===== config.mk =====
export PLATFORM = sky130hd
export DESIGN_NAME = spi_controller
export DESIGN_NICKNAME = d
export VERILOG_FILES = /design/src/rtl/spi_controller.sv
export SDC_FILE = /design/constraint.sdc
export NUM_CORES = 1
export LEC_CHECK = 0
export CORE_ASPECT_RATIO = 1.4
export CORE_MARGIN = 10
export CORE_UTILIZATION = 49
export CTS_CLUSTER_SIZE = 12
export DETAILED_ROUTE_END_ITERATION = 10
export PLACE_DENSITY = 0.86
export SLEW_MARGIN = 20
export SYNTH_ARGS = -nofsm -noshare
export SYNTH_HDL_FRONTEND = slang
export SYNTH_SLANG_ARGS = --single-unit

===== constraint.sdc =====
create_clock -name clk -period 1.7 [get_ports clk]
set_clock_uncertainty 0.05 [all_clocks]
set_input_delay 0.51 -clock clk [delete_from_list [all_inputs] [get_ports clk]]
set_output_delay 0.51 -clock clk [all_outputs]
set_load 0.005 [all_outputs]

===== src/rtl/spi_controller.sv =====
// SPI initiator: serialises one {wr_rdn, addr, data} register frame and returns read data.
// Ports: clk/rstb, ena, request (start, mode, wr_rdn, addr, wdata), status (rdata, busy, done), SPI pins.
module spi_controller #(
  parameter int ADDR_W  = 7,
  parameter int REG_W   = 8,
  parameter int CLK_DIV = 4
) (
  input  logic              clk,
  input  logic              rstb,
  input  logic              ena,
  input  logic [1:0]        mode,
  input  logic              start,
  input  logic              wr_rdn,
  input  logic [ADDR_W-1:0] addr,
  input  logic [REG_W-1:0]  wdata,
  output logic [REG_W-1:0]  rdata,
  output logic              busy,
  output logic              done,
  output logic              spi_cs_n,
  output logic              spi_clk,
  output logic              spi_mosi,
  input  logic              spi_miso
);

  localparam int FRAME_LEN = 1 + ADDR_W + REG_W;
  localparam int EDGES     = 2 * FRAME_LEN;
  localparam int BIT_W     = $clog2(EDGES + 1);
  localparam int DIV_W     = $clog2(CLK_DIV);

  localparam logic [2:0] IDLE  = 3'd0;
  localparam logic [2:0] SETUP = 3'd1;
  localparam logic [2:0] SHIFT = 3'd2;
  localparam logic [2:0] HOLD  = 3'd3;
  localparam logic [2:0] GAP   = 3'd4;

  logic [2:0]           state;
  logic [DIV_W-1:0]     div_cnt;
  logic [BIT_W-1:0]     bit_cnt;
  logic [FRAME_LEN-1:0] tx;
  logic [REG_W-1:0]     rx;
  logic                 cpol;
  logic                 cpha;
  logic                 wr_q;

  logic                 div_end;
  logic                 lead;
  logic                 last_edge;
  logic [FRAME_LEN-1:0] frame;

  always_comb begin
    div_end   = (div_cnt == DIV_W'(CLK_DIV - 1));
    // even edge count means the next toggle is a leading edge
    lead      = ~bit_cnt[0];
    last_edge = (bit_cnt == BIT_W'(EDGES - 1));
    frame     = {wr_rdn, addr, (wr_rdn ? wdata : {REG_W{1'b0}})};
  end

  always_ff @(posedge clk or negedge rstb) begin
    if (!rstb) begin
      state    <= IDLE;
      div_cnt  <= '0;
      bit_cnt  <= '0;
      tx       <= '0;
      rx       <= '0;
      cpol     <= 1'b0;
      cpha     <= 1'b0;
      wr_q     <= 1'b0;
      rdata    <= '0;
      busy     <= 1'b0;
      done     <= 1'b0;
      spi_cs_n <= 1'b1;
      spi_clk  <= 1'b0;
      spi_mosi <= 1'b0;
    end else begin
      // done stays a single-cycle pulse even if ena drops
      done <= 1'b0;
      if (ena) begin
        unique case (1'b1)
          (state == IDLE): begin
            if (start) begin
              state    <= SETUP;
              cpol     <= mode[1];
              cpha     <= mode[0];
              wr_q     <= wr_rdn;
              busy     <= 1'b1;
              spi_cs_n <= 1'b0;
              spi_clk  <= mode[1];
              div_cnt  <= '0;
              bit_cnt  <= '0;
              // CPHA=0 presents the MSB before the first edge;
              // CPHA=1 drives it on the first (leading) edge
              if (mode[0]) begin
                spi_mosi <= 1'b0;
                tx       <= frame;
              end else begin
                spi_mosi <= frame[FRAME_LEN-1];
                tx       <= {frame[FRAME_LEN-2:0], 1'b0};
              end
            end
          end
          (state == SETUP): begin
            if (div_end) begin
              div_cnt <= '0;
              state   <= SHIFT;
            end else begin
              div_cnt <= div_cnt + 1'b1;
            end
          end
          (state == SHIFT): begin
            if (div_end) begin
              div_cnt <= '0;
              spi_clk <= ~spi_clk;
              if (lead ^ cpha) begin
                rx <= {rx[REG_W-2:0], spi_miso};
              end else begin
                spi_mosi <= tx[FRAME_LEN-1];
                tx       <= {tx[FRAME_LEN-2:0], 1'b0};
              end
              if (last_edge) begin
                bit_cnt <= '0;
                state   <= HOLD;
              end else begin
                bit_cnt <= bit_cnt + 1'b1;
              end
            end else begin
              div_cnt <= div_cnt + 1'b1;
            end
          end
          (state == HOLD): begin
            if (div_end) begin
              div_cnt  <= '0;
              state    <= GAP;
              spi_cs_n <= 1'b1;
              spi_mosi <= 1'b0;
              done     <= 1'b1;
              if (!wr_q) rdata <= rx;
            end else begin
              div_cnt <= div_cnt + 1'b1;
            end
          end
          (state == GAP): begin
            if (div_end) begin
              div_cnt <= '0;
              state   <= IDLE;
              busy    <= 1'b0;
            end else begin
              div_cnt <= div_cnt + 1'b1;
            end
          end
          default: begin
            state <= IDLE;
          end
        endcase
      end
    end
  end

endmodule


==> impl_metrics.json, run 1 <==
{
  "via_count_of_the_first_global_routing_pass": 2321,
  "yosys-top-cells-area": "sky130_fd_sc_hd__dfrtp_1, sky130_fd_sc_hd__mux2_2, sky130_fd_sc_hd__o21ai_0",
  "total_die_area_sq_um": 8530,
  "cp-startpoint": "state[0]",
  "grt_setup_unrepaired": "yes",
  "floorplan.rows": 31,
  "total_switching_power_w": 0.00174,
  "critPathMaxFanout": 8,
  "cts_sinks": 50,
  "clock_insertion_delay_worst_skew_ns": 0.32,
  "place_inst": 365,
  "remaining_drc_errors": 0,
  "cts-root-buf": "sky130_fd_sc_hd__clkbuf_8",
  "synthesis.nets": 270,
  "drt_wl_total_um": 6700,
  "outcome": "complete, but fails checks",
  "vdd_drop_max_mv": 0.693,
  "synth_top_cell_by_area": "sky130_fd_sc_hd__dfrtp_1",
  "firstDrtPassIters": 4,
  "drt_iter0_markers": 207,
  "power_w": 0.00478,
  "final_period_minus_worst_setup_slack_ns": 1.71,
  "syn-mean-instance-area_sq_um": 10.4,
  "cts_tree": "built",
  "flow.area_growth_from_synthesis_pct": 44.7,
  "cp_capture_type": "flip-flop",
  "tightestPinTransition_ns": 0.359,
  "hpwlAfterDp_um": 4390,
  "grt_antenna_before_repair": 0,
  "reg2reg_slack_ns": -0.006,
  "postLayoutSetupSlackWorst_ns": -0.00601,
  "dieWidth_um": 81.0,
  "cts_hold_buf": 0,
  "clock_network_fraction_of_total_power_pct": 18.5,
  "violations": "negative setup slack",
  "ant_nets": 0,
  "clock_transition_time_at_the_flip_flop_clock_pins_of_the_worst_setup_and_hold_paths_ns": 0.10,
  "synthDominantCellAreaShare_pct": 48.1,
  "placement.setup.worst_slack_ns": -0.533,
  "cts_inserted_buffers": 5,
  "postLayoutCoreUtil_pct": 72.1,
  "crit_type": "flip-flop to flip-flop",
  "grt_start_max_net_pins": 51,
  "post_drt_wl_per_cell_um": 17.4,
  "effective_utilization_at_floorplan_pct": 49.8,
  "die_h_um": 105,
  "num_antenna_cells": 0,
  "worstRegToRegCells": 4,
  "timing.critical_path.required_ns": 1.85,
  "finalNetCount": 343,
  "internal-power_w": 0.00304,
  "slew_viol_final": 0,
  "power_frac_seq_pct": 36.1,
  "warning_count_from_the_yosys_run": 0,
  "worst_r2r_startpoint": "state[0]",
  "setup_violations": 5,
  "combPwrFrac_pct": 45.5,
  "boundaryPins": 36,
  "synth_cell_types": 42,
  "p_leak_nw": 1.70,
  "post_synth_instance_area_sq_um": 2550,
  "track_usage_pct": 15.6,
  "max_capacitance_violation_total": 0,
  "overflow": 0,
  "whs_ns": 0.129,
  "sw_share_pct": 36.3,
  "h-tree-depth": 2,
  "grt_pass1_wl_um": 10800,
  "post_route_cells_drive_above_1_share_pct": 37.6,
  "synth.ff_latch_count": 50,
  "vias_cell": 5.69,
  "instances_no_fill": 385,
  "gp_congestion": 0.923,
  "r2r-end": "rx[3]",
  "max-clock-path-buffers": 2,
  "crit_arrival_ns": 1.86,
  "setup.worst_path.start_class": "flip-flop",
  "power-per-cell-area_nw_per_um2": 1300,
  "final.period_utilization_pct": 100,
  "hold_violations": 0,
  "synthesis.instances": 245,
  "maxClockFrequency_ghz": 0.586,
  "dr_total_vias": 2191,
  "sequential_to_total_area_share_from_yosys_stat_pct": 49.1,
  "min_path_type": "primary input to asynchronous set/reset pin",
  "core_area_sq_um": 5120,
  "port_buf_inserts": 35,
  "max_slew_margin_pct": 75.8
}
repair_timing:
action	CTS	global route
endpoints found under the setup margin	43	41
setup buffers	9	3
resized for setup	34	52
cloned	0	1
pin swaps	6	11
hold endpoints to repair	0	0
placed cells by master (no fill, tap or decap), types with 3 or more instances in the layout:
cell                               n
sky130_fd_sc_hd__a21oi_1          16
sky130_fd_sc_hd__a22o_1            3
sky130_fd_sc_hd__a2bb2oi_2         5
sky130_fd_sc_hd__a31oi_1           4
sky130_fd_sc_hd__buf_12            5
sky130_fd_sc_hd__buf_4            32
sky130_fd_sc_hd__buf_6             6
sky130_fd_sc_hd__clkbuf_8          5
sky130_fd_sc_hd__clkdlybuf4s50_1  19
sky130_fd_sc_hd__dfrtp_1          49
sky130_fd_sc_hd__dlygate4sd2_1    14
sky130_fd_sc_hd__inv_1             6
sky130_fd_sc_hd__mux2_2            9
sky130_fd_sc_hd__mux2_4           17
sky130_fd_sc_hd__mux2i_1           8
sky130_fd_sc_hd__nand2_1          13
sky130_fd_sc_hd__nand2_2           7
sky130_fd_sc_hd__nand3_1           6
sky130_fd_sc_hd__nand4_1           4
sky130_fd_sc_hd__nor2_1           12
sky130_fd_sc_hd__o21ai_0          14
sky130_fd_sc_hd__o21ai_1           6
sky130_fd_sc_hd__o21ai_2           7
sky130_fd_sc_hd__xor2_1            3
layer usage:
metal  vias up  part of all wire (%)  global-route usage [%]
met5         -                     0                       0
met4         0                   2.2                    6.33
met3        14                   3.8                    3.40
met2        54                    55                    26.9
met1      1098                    39                    17.8
li1       1025                     -                       -
critical path: stages (launching register included):
cell and delay, ns:
sky130_fd_sc_hd__dfrtp_1 0.39, sky130_fd_sc_hd__or3b_4 0.43, sky130_fd_sc_hd__nor2_4 0.10, sky130_fd_sc_hd__and3_4 0.29
sky130_fd_sc_hd__mux2_4 0.32
stage by stage:
stage,TNS (ns),area (sq um)
floorplan,-0.524,2590
global placement,-14.51,3230
detailed placement,-16.38,3230
CTS,-0.0636,3440
global route,-1.29,3690
finish,-0.0239,3690
flip-flops by register name, summed over array words and instances (netlist names):
name,count
wr_q,1
done,1
tx,16
busy,1
spi_mosi,1
bit_cnt,6
div_cnt,2
rx,8
rdata,8
cpha,1
spi_cs_n,1
spi_clk,1
state,3
cell families after synthesis:
kind of cell	count (synthesis)	share of synthesized area [%]
muxes	34	14.6
buffers and inverters	21	3.73
AOI/OAI and AO/OA	69	16.4
xor gates and xnor gates	4	1.37
DFF	50	49.1
and+or+nand+nor	65	13.8
adders and majority gates	2	0.981
synthesized netlist by cell type:
library cell	count
sky130_fd_sc_hd__a21oi_1	20
sky130_fd_sc_hd__a22o_1	3
sky130_fd_sc_hd__a2bb2oi_1	7
sky130_fd_sc_hd__a31oi_1	4
sky130_fd_sc_hd__a32oi_1	2
sky130_fd_sc_hd__a41oi_1	1
sky130_fd_sc_hd__and2_0	2
sky130_fd_sc_hd__and2_1	1
sky130_fd_sc_hd__and2b_1	1
sky130_fd_sc_hd__and3_1	3
sky130_fd_sc_hd__buf_2	4
sky130_fd_sc_hd__buf_4	1
sky130_fd_sc_hd__buf_6	1
sky130_fd_sc_hd__clkbuf_1	8
sky130_fd_sc_hd__dfrtp_1	49
sky130_fd_sc_hd__dfstp_2	1
sky130_fd_sc_hd__ha_1	2
sky130_fd_sc_hd__inv_1	7
sky130_fd_sc_hd__mux2_1	8
sky130_fd_sc_hd__mux2_2	18
sky130_fd_sc_hd__mux2i_1	8
sky130_fd_sc_hd__nand2_1	22
sky130_fd_sc_hd__nand3_1	7
sky130_fd_sc_hd__nand3b_1	1
sky130_fd_sc_hd__nand4_1	4
sky130_fd_sc_hd__nor2_1	14
sky130_fd_sc_hd__nor2_2	1
sky130_fd_sc_hd__nor2b_1	1
sky130_fd_sc_hd__nor3b_1	2
sky130_fd_sc_hd__nor3b_2	1
sky130_fd_sc_hd__nor3b_4	1
sky130_fd_sc_hd__nor4_4	1
sky130_fd_sc_hd__o211ai_2	1
sky130_fd_sc_hd__o21ai_0	26
sky130_fd_sc_hd__o21ai_1	1
sky130_fd_sc_hd__o221ai_1	2
sky130_fd_sc_hd__o22ai_1	1
sky130_fd_sc_hd__o31ai_1	1
sky130_fd_sc_hd__or2_2	2
sky130_fd_sc_hd__or3b_4	1
sky130_fd_sc_hd__xnor2_1	1
sky130_fd_sc_hd__xor2_1	3
power by group through the flow:
stage          clock (W)  combinational (W)  sequential, W
4_1_cts         0.000889            0.00182        0.00168
5_1_grt         0.000946            0.00235        0.00175
6_report        0.000882            0.00217        0.00172
3_5_place_dp           0            0.00172        0.00170
2_1_floorplan          0            0.00100        0.00169
3_3_place_gp           0            0.00165        0.00169
cell type report:
cell class,count,area (sq um)
Multi-Input combinational cell,174,1430
Fill cell,357,1430
Sequential cell,50,1250
Timing Repair Buffer,80,778
Tap cell,66,82.6
Clock buffer,5,68.8
Clock inverter,3,47.5
Inverter,7,26.3
worst max-delay path by stage:
stage | end | slack (ns)
6_report | rx[3] | -0.006
5_1_grt | bit_cnt[2] | -0.08
4_1_cts | rx[3] | -0.01
3_5_place_dp | rdata[6] | -0.53
3_3_place_gp | rdata[5] | -0.47
2_1_floorplan | rx[0] | -0.05
No activity file was read; power rests on OpenSTA's default activity.
==> run 2: changes to the inputs <==
--- a/config.mk
+++ b/config.mk
@@ -7,10 +7,11 @@
 export LEC_CHECK = 0
 export CORE_ASPECT_RATIO = 1.4
 export CORE_MARGIN = 10
-export CORE_UTILIZATION = 49
+export CORE_UTILIZATION = 54
+export CTS_BUF_LIST = sky130_fd_sc_hd__clkbuf_4 sky130_fd_sc_hd__clkbuf_8 sky130_fd_sc_hd__clkbuf_16
 export CTS_CLUSTER_SIZE = 12
 export DETAILED_ROUTE_END_ITERATION = 10
-export PLACE_DENSITY = 0.86
+export PLACE_DENSITY = 0.89
 export SLEW_MARGIN = 20
 export SYNTH_ARGS = -nofsm -noshare
 export SYNTH_HDL_FRONTEND = slang
==> constraint.sdc (replaced) <==
create_clock -name clk -period 1.6 [get_ports clk]
set_clock_uncertainty 0.05 [all_clocks]
set_input_delay 0.48 -clock clk [delete_from_list [all_inputs] [get_ports clk]]
set_output_delay 0.48 -clock clk [all_outputs]
set_load 0.005 [all_outputs]
==> impl_metrics.json, run 2 (synthesized netlist as in run 1, its figures left out) <==
{
  "floorplan.rows": 29,
  "clock_transition_time_at_the_flip_flop_clock_pins_of_the_worst_setup_and_hold_paths_ns": 0.11,
  "crit_path_cell_trace": "buf_6 > and2b_1 > nand4_1 > nor2_4 > buf_12 > mux2_4",
  "vdd_drop_max_mv": 0.877,
  "total_switching_power_w": 0.00244,
  "hpwlAfterDp_um": 4600,
  "ant_nets": 0,
  "whs_ns": 0.0719,
  "critical_path.slowest_cell": "sky130_fd_sc_hd__dfrtp_1",
  "grt_pass1_wl_um": 13200,
  "dieWidth_um": 78.1,
  "multi_input_area_sq_um": 1570,
  "cts-root-buf": "sky130_fd_sc_hd__clkbuf_8",
  "cts_inserted_buffers": 5,
  "reg2reg_slack_ns": -0.24,
  "crit_type": "flip-flop to flip-flop",
  "slew_viol_final": 0,
  "dr_total_vias": 2620,
  "grt_setup_unrepaired": "yes",
  "design_area_sq_um": 4040,
  "die_h_um": 101,
  "power_frac_seq_pct": 32.1,
  "placement.setup.worst_slack_ns": -0.567,
  "vias_cell": 6.49,
  "postLayoutSetupSlackWorst_ns": -0.236,
  "cpPeakStageDelay_ns": 0.43,
  "critical_path.n_buffers_inverters": 2,
  "cts_sinks": 50,
  "min_path_type": "primary input to asynchronous set/reset pin",
  "remaining_drc_errors": 0,
  "cts_tree": "built",
  "max_slew_margin_pct": 71.4,
  "outcome": "complete, but fails checks",
  "layout_top_registers": "tx: 16 flops, rdata: 8 flops, rx: 8 flops",
  "p_leak_nw": 1.84,
  "power-per-cell-area_nw_per_um2": 1480,
  "timing.critical_path.required_ns": 1.77,
  "overflow": 0,
  "via_count_of_the_first_global_routing_pass": 2547,
  "max_capacitance_violation_total": 0,
  "maxClockFrequency_ghz": 0.545,
  "firstDrtPassIters": 5,
  "violations": "negative setup slack",
  "post_drt_wl_per_cell_um": 25.2,
  "max-clock-path-buffers": 2,
  "num_antenna_cells": 0,
  "setup_violations": 46,
  "postLayoutCoreUtil_pct": 89.2,
  "finalNetCount": 366,
  "clock_network_fraction_of_total_power_pct": 13.6,
  "combPwrFrac_pct": 54.3,
  "mostFrequentLayoutCells": "sky130_fd_sc_hd__dfrtp_1, sky130_fd_sc_hd__buf_4, sky130_fd_sc_hd__buf_6",
  "grt_antenna_before_repair": 0,
  "largest_register": "tx",
  "final_period_minus_worst_setup_slack_ns": 1.84,
  "seq_area_sq_um": 1250,
  "cp_capture_type": "flip-flop",
  "drt_wl_total_um": 10200,
  "track_usage_pct": 21.0,
  "nFillCells": 171,
  "gp_congestion": 0.875,
  "setup.worst_path.start_class": "flip-flop",
  "crit_arrival_ns": 2.01,
  "largest_register_ffs": 16,
  "boundaryPins": 36,
  "post_route_cells_drive_above_1_share_pct": 48.8,
  "postPlaceCellArea_sq_um": 3300,
  "grt_start_max_net_pins": 51,
  "clock_insertion_delay_worst_skew_ns": 0.32,
  "effective_utilization_at_floorplan_pct": 56.2,
  "flow.area_growth_from_synthesis_pct": 58.6,
  "layout_commonest_cell": "sky130_fd_sc_hd__dfrtp_1",
  "total_die_area_sq_um": 7910,
  "worst_r2r_startpoint": "state[2]",
  "internal-power_w": 0.00354,
  "tightestPinTransition_ns": 0.424,
  "final.period_utilization_pct": 115,
  "drt_iter0_markers": 298,
  "critPathMaxFanout": 8,
  "hold_violations": 0,
  "timing.critical_path.max_delay_family": "simple AND/OR/NAND/NOR gates",
  "port_buf_inserts": 35,
  "core_area_sq_um": 4540,
  "h-tree-depth": 2,
  "cp-startpoint": "state[2]",
  "sw_share_pct": 40.8
}
[run 2: area by class of cell]
| type | instances | area share (%) |
|---|---|---|
| Sequential cell | 50 | 31.0 |
| Clock buffer | 5 | 1.70 |
| Multi-Input combinational cell | 174 | 38.9 |
| Inverter | 7 | 0.650 |
| Clock inverter | 3 | 0.650 |
| Timing Repair Buffer | 103 | 25.2 |
| Tap cell | 62 | 1.92 |
[run 2: through the flow]
stage          total power (W)  TNS [ns]  instances
2_1_floorplan          0.00290     -2.12        245
3_3_place_gp           0.00362    -17.22        368
3_5_place_dp           0.00373    -20.70        368
4_1_cts                0.00496     -1.29        391
5_1_grt                0.00617     -6.67        404
6_report               0.00598     -5.50        404
[run 2: final timing paths]
check / to / cells past startpoint
max: rdata[3] / 6
min: rdata[2] / 2
max reg2reg: rdata[3] / 6
min reg2reg: tx[13] / 2
max in group asynchronous: spi_cs_n / 2
min in group clk: tx[13] / 2
[run 2: power groups by stage]
stage               Combinational (W)  Clock, W  Sequential [W]
floorplan                     0.00111         0         0.00179
global placement              0.00183         0         0.00180
detailed placement            0.00191         0         0.00182
CTS                           0.00236  0.000788         0.00181
global route                  0.00338  0.000849         0.00194
finish                        0.00325  0.000810         0.00192
[run 2: routing by layer]
layer  wire length [um]  GRT usage (%)  share of wire [%]
met3                730           4.34                7.2
met2               5190           38.0                 51
met1               3450           21.8                 34
met4                803           12.6                7.9
met5                  0              0                  0
[run 2: what timing repair did]
item	in CTS	in global routing
pin swaps	15	29
hold buffers	0	0
cloned	2	2
setup endpoints to repair	56	45
setup buffers	14	15
resized for setup	71	74
==> run 3: changes to the inputs <==
--- a/config.mk
+++ b/config.mk
@@ -5,9 +5,11 @@
 export SDC_FILE = /design/constraint.sdc
 export NUM_CORES = 1
 export LEC_CHECK = 0
+export CELL_PAD_IN_SITES_DETAIL_PLACEMENT = 0
+export CELL_PAD_IN_SITES_GLOBAL_PLACEMENT = 1
 export CORE_ASPECT_RATIO = 1.4
 export CORE_MARGIN = 10
-export CORE_UTILIZATION = 54
+export CORE_UTILIZATION = 42
 export CTS_BUF_LIST = sky130_fd_sc_hd__clkbuf_4 sky130_fd_sc_hd__clkbuf_8 sky130_fd_sc_hd__clkbuf_16
 export CTS_CLUSTER_SIZE = 12
 export DETAILED_ROUTE_END_ITERATION = 10
==> constraint.sdc (replaced) <==
create_clock -name clk -period 1.99 [get_ports clk]
set_clock_uncertainty 0.05 [all_clocks]
set_input_delay 0.597 -clock clk [delete_from_list [all_inputs] [get_ports clk]]
set_output_delay 0.597 -clock clk [all_outputs]
set_load 0.005 [all_outputs]
==> impl_metrics.json, run 3 (synthesized netlist as in run 1, its figures left out) <==
{
  "clock_insertion_delay_worst_skew_ns": 0.31,
  "boundaryPins": 36,
  "hpwlAfterDp_um": 4240,
  "post_route_cells_drive_above_1_share_pct": 21.1,
  "layout_commonest_cell": "sky130_fd_sc_hd__dfrtp_1",
  "setup.worst_path.start_class": "primary input",
  "setup_violations": 0,
  "cts_tree": "built",
  "post_drt_wl_per_cell_um": 15.1,
  "power-per-cell-area_nw_per_um2": 1060,
  "postLayoutSetupSlackWorst_ns": 0.0963,
  "floorplan.rows": 33,
  "cts_sinks": 50,
  "crit_type": "primary input to flip-flop",
  "worst_r2r_startpoint": "state[0]",
  "cts-root-buf": "sky130_fd_sc_hd__clkbuf_8",
  "min_path_type": "primary input to asynchronous set/reset pin",
  "total_die_area_sq_um": 9630,
  "core_area_sq_um": 5860,
  "maxClockFrequency_ghz": 0.528,
  "cts.repair_timing.setup_buffer_count": 0,
  "grt_antenna_before_repair": 0,
  "grt_start_max_net_pins": 33,
  "firstDrtPassIters": 4,
  "grt_pass1_wl_um": 9600,
  "power_frac_seq_pct": 42.2,
  "max-clock-path-buffers": 2,
  "cpPeakStageDelay_ns": 0.54,
  "total_switching_power_w": 0.00123,
  "combPwrFrac_pct": 38.9,
  "mostFrequentLayoutCells": "sky130_fd_sc_hd__dfrtp_1, sky130_fd_sc_hd__clkdlybuf4s50_1, sky130_fd_sc_hd__o21ai_0",
  "reg2reg_slack_ns": 0.12,
  "vdd_drop_max_mv": 0.458,
  "cts_inserted_buffers": 5,
  "cp_capture_type": "flip-flop",
  "p_leak_nw": 1.48,
  "port_buf_inserts": 35,
  "final_period_minus_worst_setup_slack_ns": 1.89,
  "via_count_of_the_first_global_routing_pass": 2122,
  "internal-power_w": 0.00219,
  "grt_setup_unrepaired": "no",
  "drt_wl_total_um": 5560,
  "track_usage_pct": 11.7,
  "clock_transition_time_at_the_flip_flop_clock_pins_of_the_worst_setup_and_hold_paths_ns": 0.10,
  "layout_top_registers": "tx: 16 flops, rdata: 8 flops, rx: 8 flops",
  "tightestPinTransition_ns": 0.462,
  "nFillCells": 527,
  "sw_share_pct": 36.0,
  "worstRegToRegCells": 5,
  "critical_path.n_buffers_inverters": 2,
  "critPathMaxFanout": 8,
  "max_slew_margin_pct": 69.2,
  "drt_iter0_markers": 101,
  "dieWidth_um": 85.9,
  "outcome": "finished clean",
  "remaining_drc_errors": 0,
  "finalNetCount": 323,
  "max_capacitance_violation_total": 0,
  "effective_utilization_at_floorplan_pct": 43.5,
  "largest_register": "tx",
  "flow.area_growth_from_synthesis_pct": 27.1,
  "timing.critical_path.required_ns": 2.14,
  "num_antenna_cells": 0,
  "clock_network_fraction_of_total_power_pct": 18.9,
  "r2r-end": "rx[7]",
  "hold_violations": 0,
  "die_h_um": 112,
  "timing.critical_path.max_delay_family": "buffers and inverters",
  "placement.setup.worst_slack_ns": -0.247,
  "vias_cell": 5.32,
  "h-tree-depth": 2,
  "largest_register_ffs": 16,
  "crit_path_cell_trace": "clkdlybuf4s50_1 > and2b_1 > nand4_1 > nor2_2 > buf_4 > mux2_2",
  "slew_viol_final": 0,
  "overflow": 0,
  "dr_total_vias": 1964,
  "ant_nets": 0,
  "gp_congestion": 0.808,
  "setup_tns_ns": 0,
  "final.period_utilization_pct": 95.2,
  "critical_path.slowest_cell": "sky130_fd_sc_hd__clkdlybuf4s50_1",
  "crit_arrival_ns": 2.05
}
-- run 3: power by group through the flow --
stage                     registers [W]  logic (W)  clock network [W]
after floorplan                 0.00144   0.000842                  0
after global placement          0.00146    0.00130                  0
after detailed placement        0.00146    0.00133                  0
after CTS                       0.00145    0.00134           0.000663
after global routing            0.00148    0.00149           0.000706
final                           0.00144    0.00133           0.000647
-- run 3: how the worst max path moves through the flow --
stage / start / endpoint / slack (ns) / cells after the start
after CTS: ena / tx[4] / 0.06 / 5
after floorplan: ena / rdata[0] / 0.10 / 5
final: ena / rdata[5] / 0.1 / 6
after global placement: ena / cpha / -0.21 / 5
after global routing: ena / spi_clk / 0.01 / 7
after detailed placement: ena / rdata[5] / -0.25 / 6
-- run 3: final cells by class --
type	count	area, sq um	area share (%)
clock buffers	5	68.8	2.12
inverters	7	26.3	0.811
multi-input cells	174	1210	37.3
well taps	70	87.6	2.70
repair buffers	60	569	17.6
clock inverters	3	28.8	0.888
flip-flops and latches	50	1250	38.6
-- run 3: metrics by stage --
stage	power (W)	area [sq um]	util, %	hold slack (ns)	std cells
detailed placement	0.00279	3140	53.5	0.410	361
global placement	0.00276	3140	53.5	0.406	361
global route	0.00367	3240	55.3	0.196	369
floorplan	0.00228	2550	-	0.251	245
CTS	0.00345	3240	55.2	0.185	369
finish	0.00342	3240	55.3	0.171	369
-- run 3: layer usage --
| metal | vias to the layer above | part of all wire, % | global-route usage (%) |
|---|---|---|---|
| li1 | 985 | - | - |
| met5 | - | 0 | 0 |
| met2 | 32 | 53 | 21.0 |
| met4 | 0 | 0.86 | 3.08 |
| met3 | 4 | 4.5 | 3.11 |
| met1 | 943 | 42 | 13.0 |
-- run 3: timing repair --
| action | CTS | global route |
|---|---|---|
| endpoints found under the setup margin | 1 | 7 |
| hold buffers | 0 | 0 |
| resized for setup | 1 | 2 |
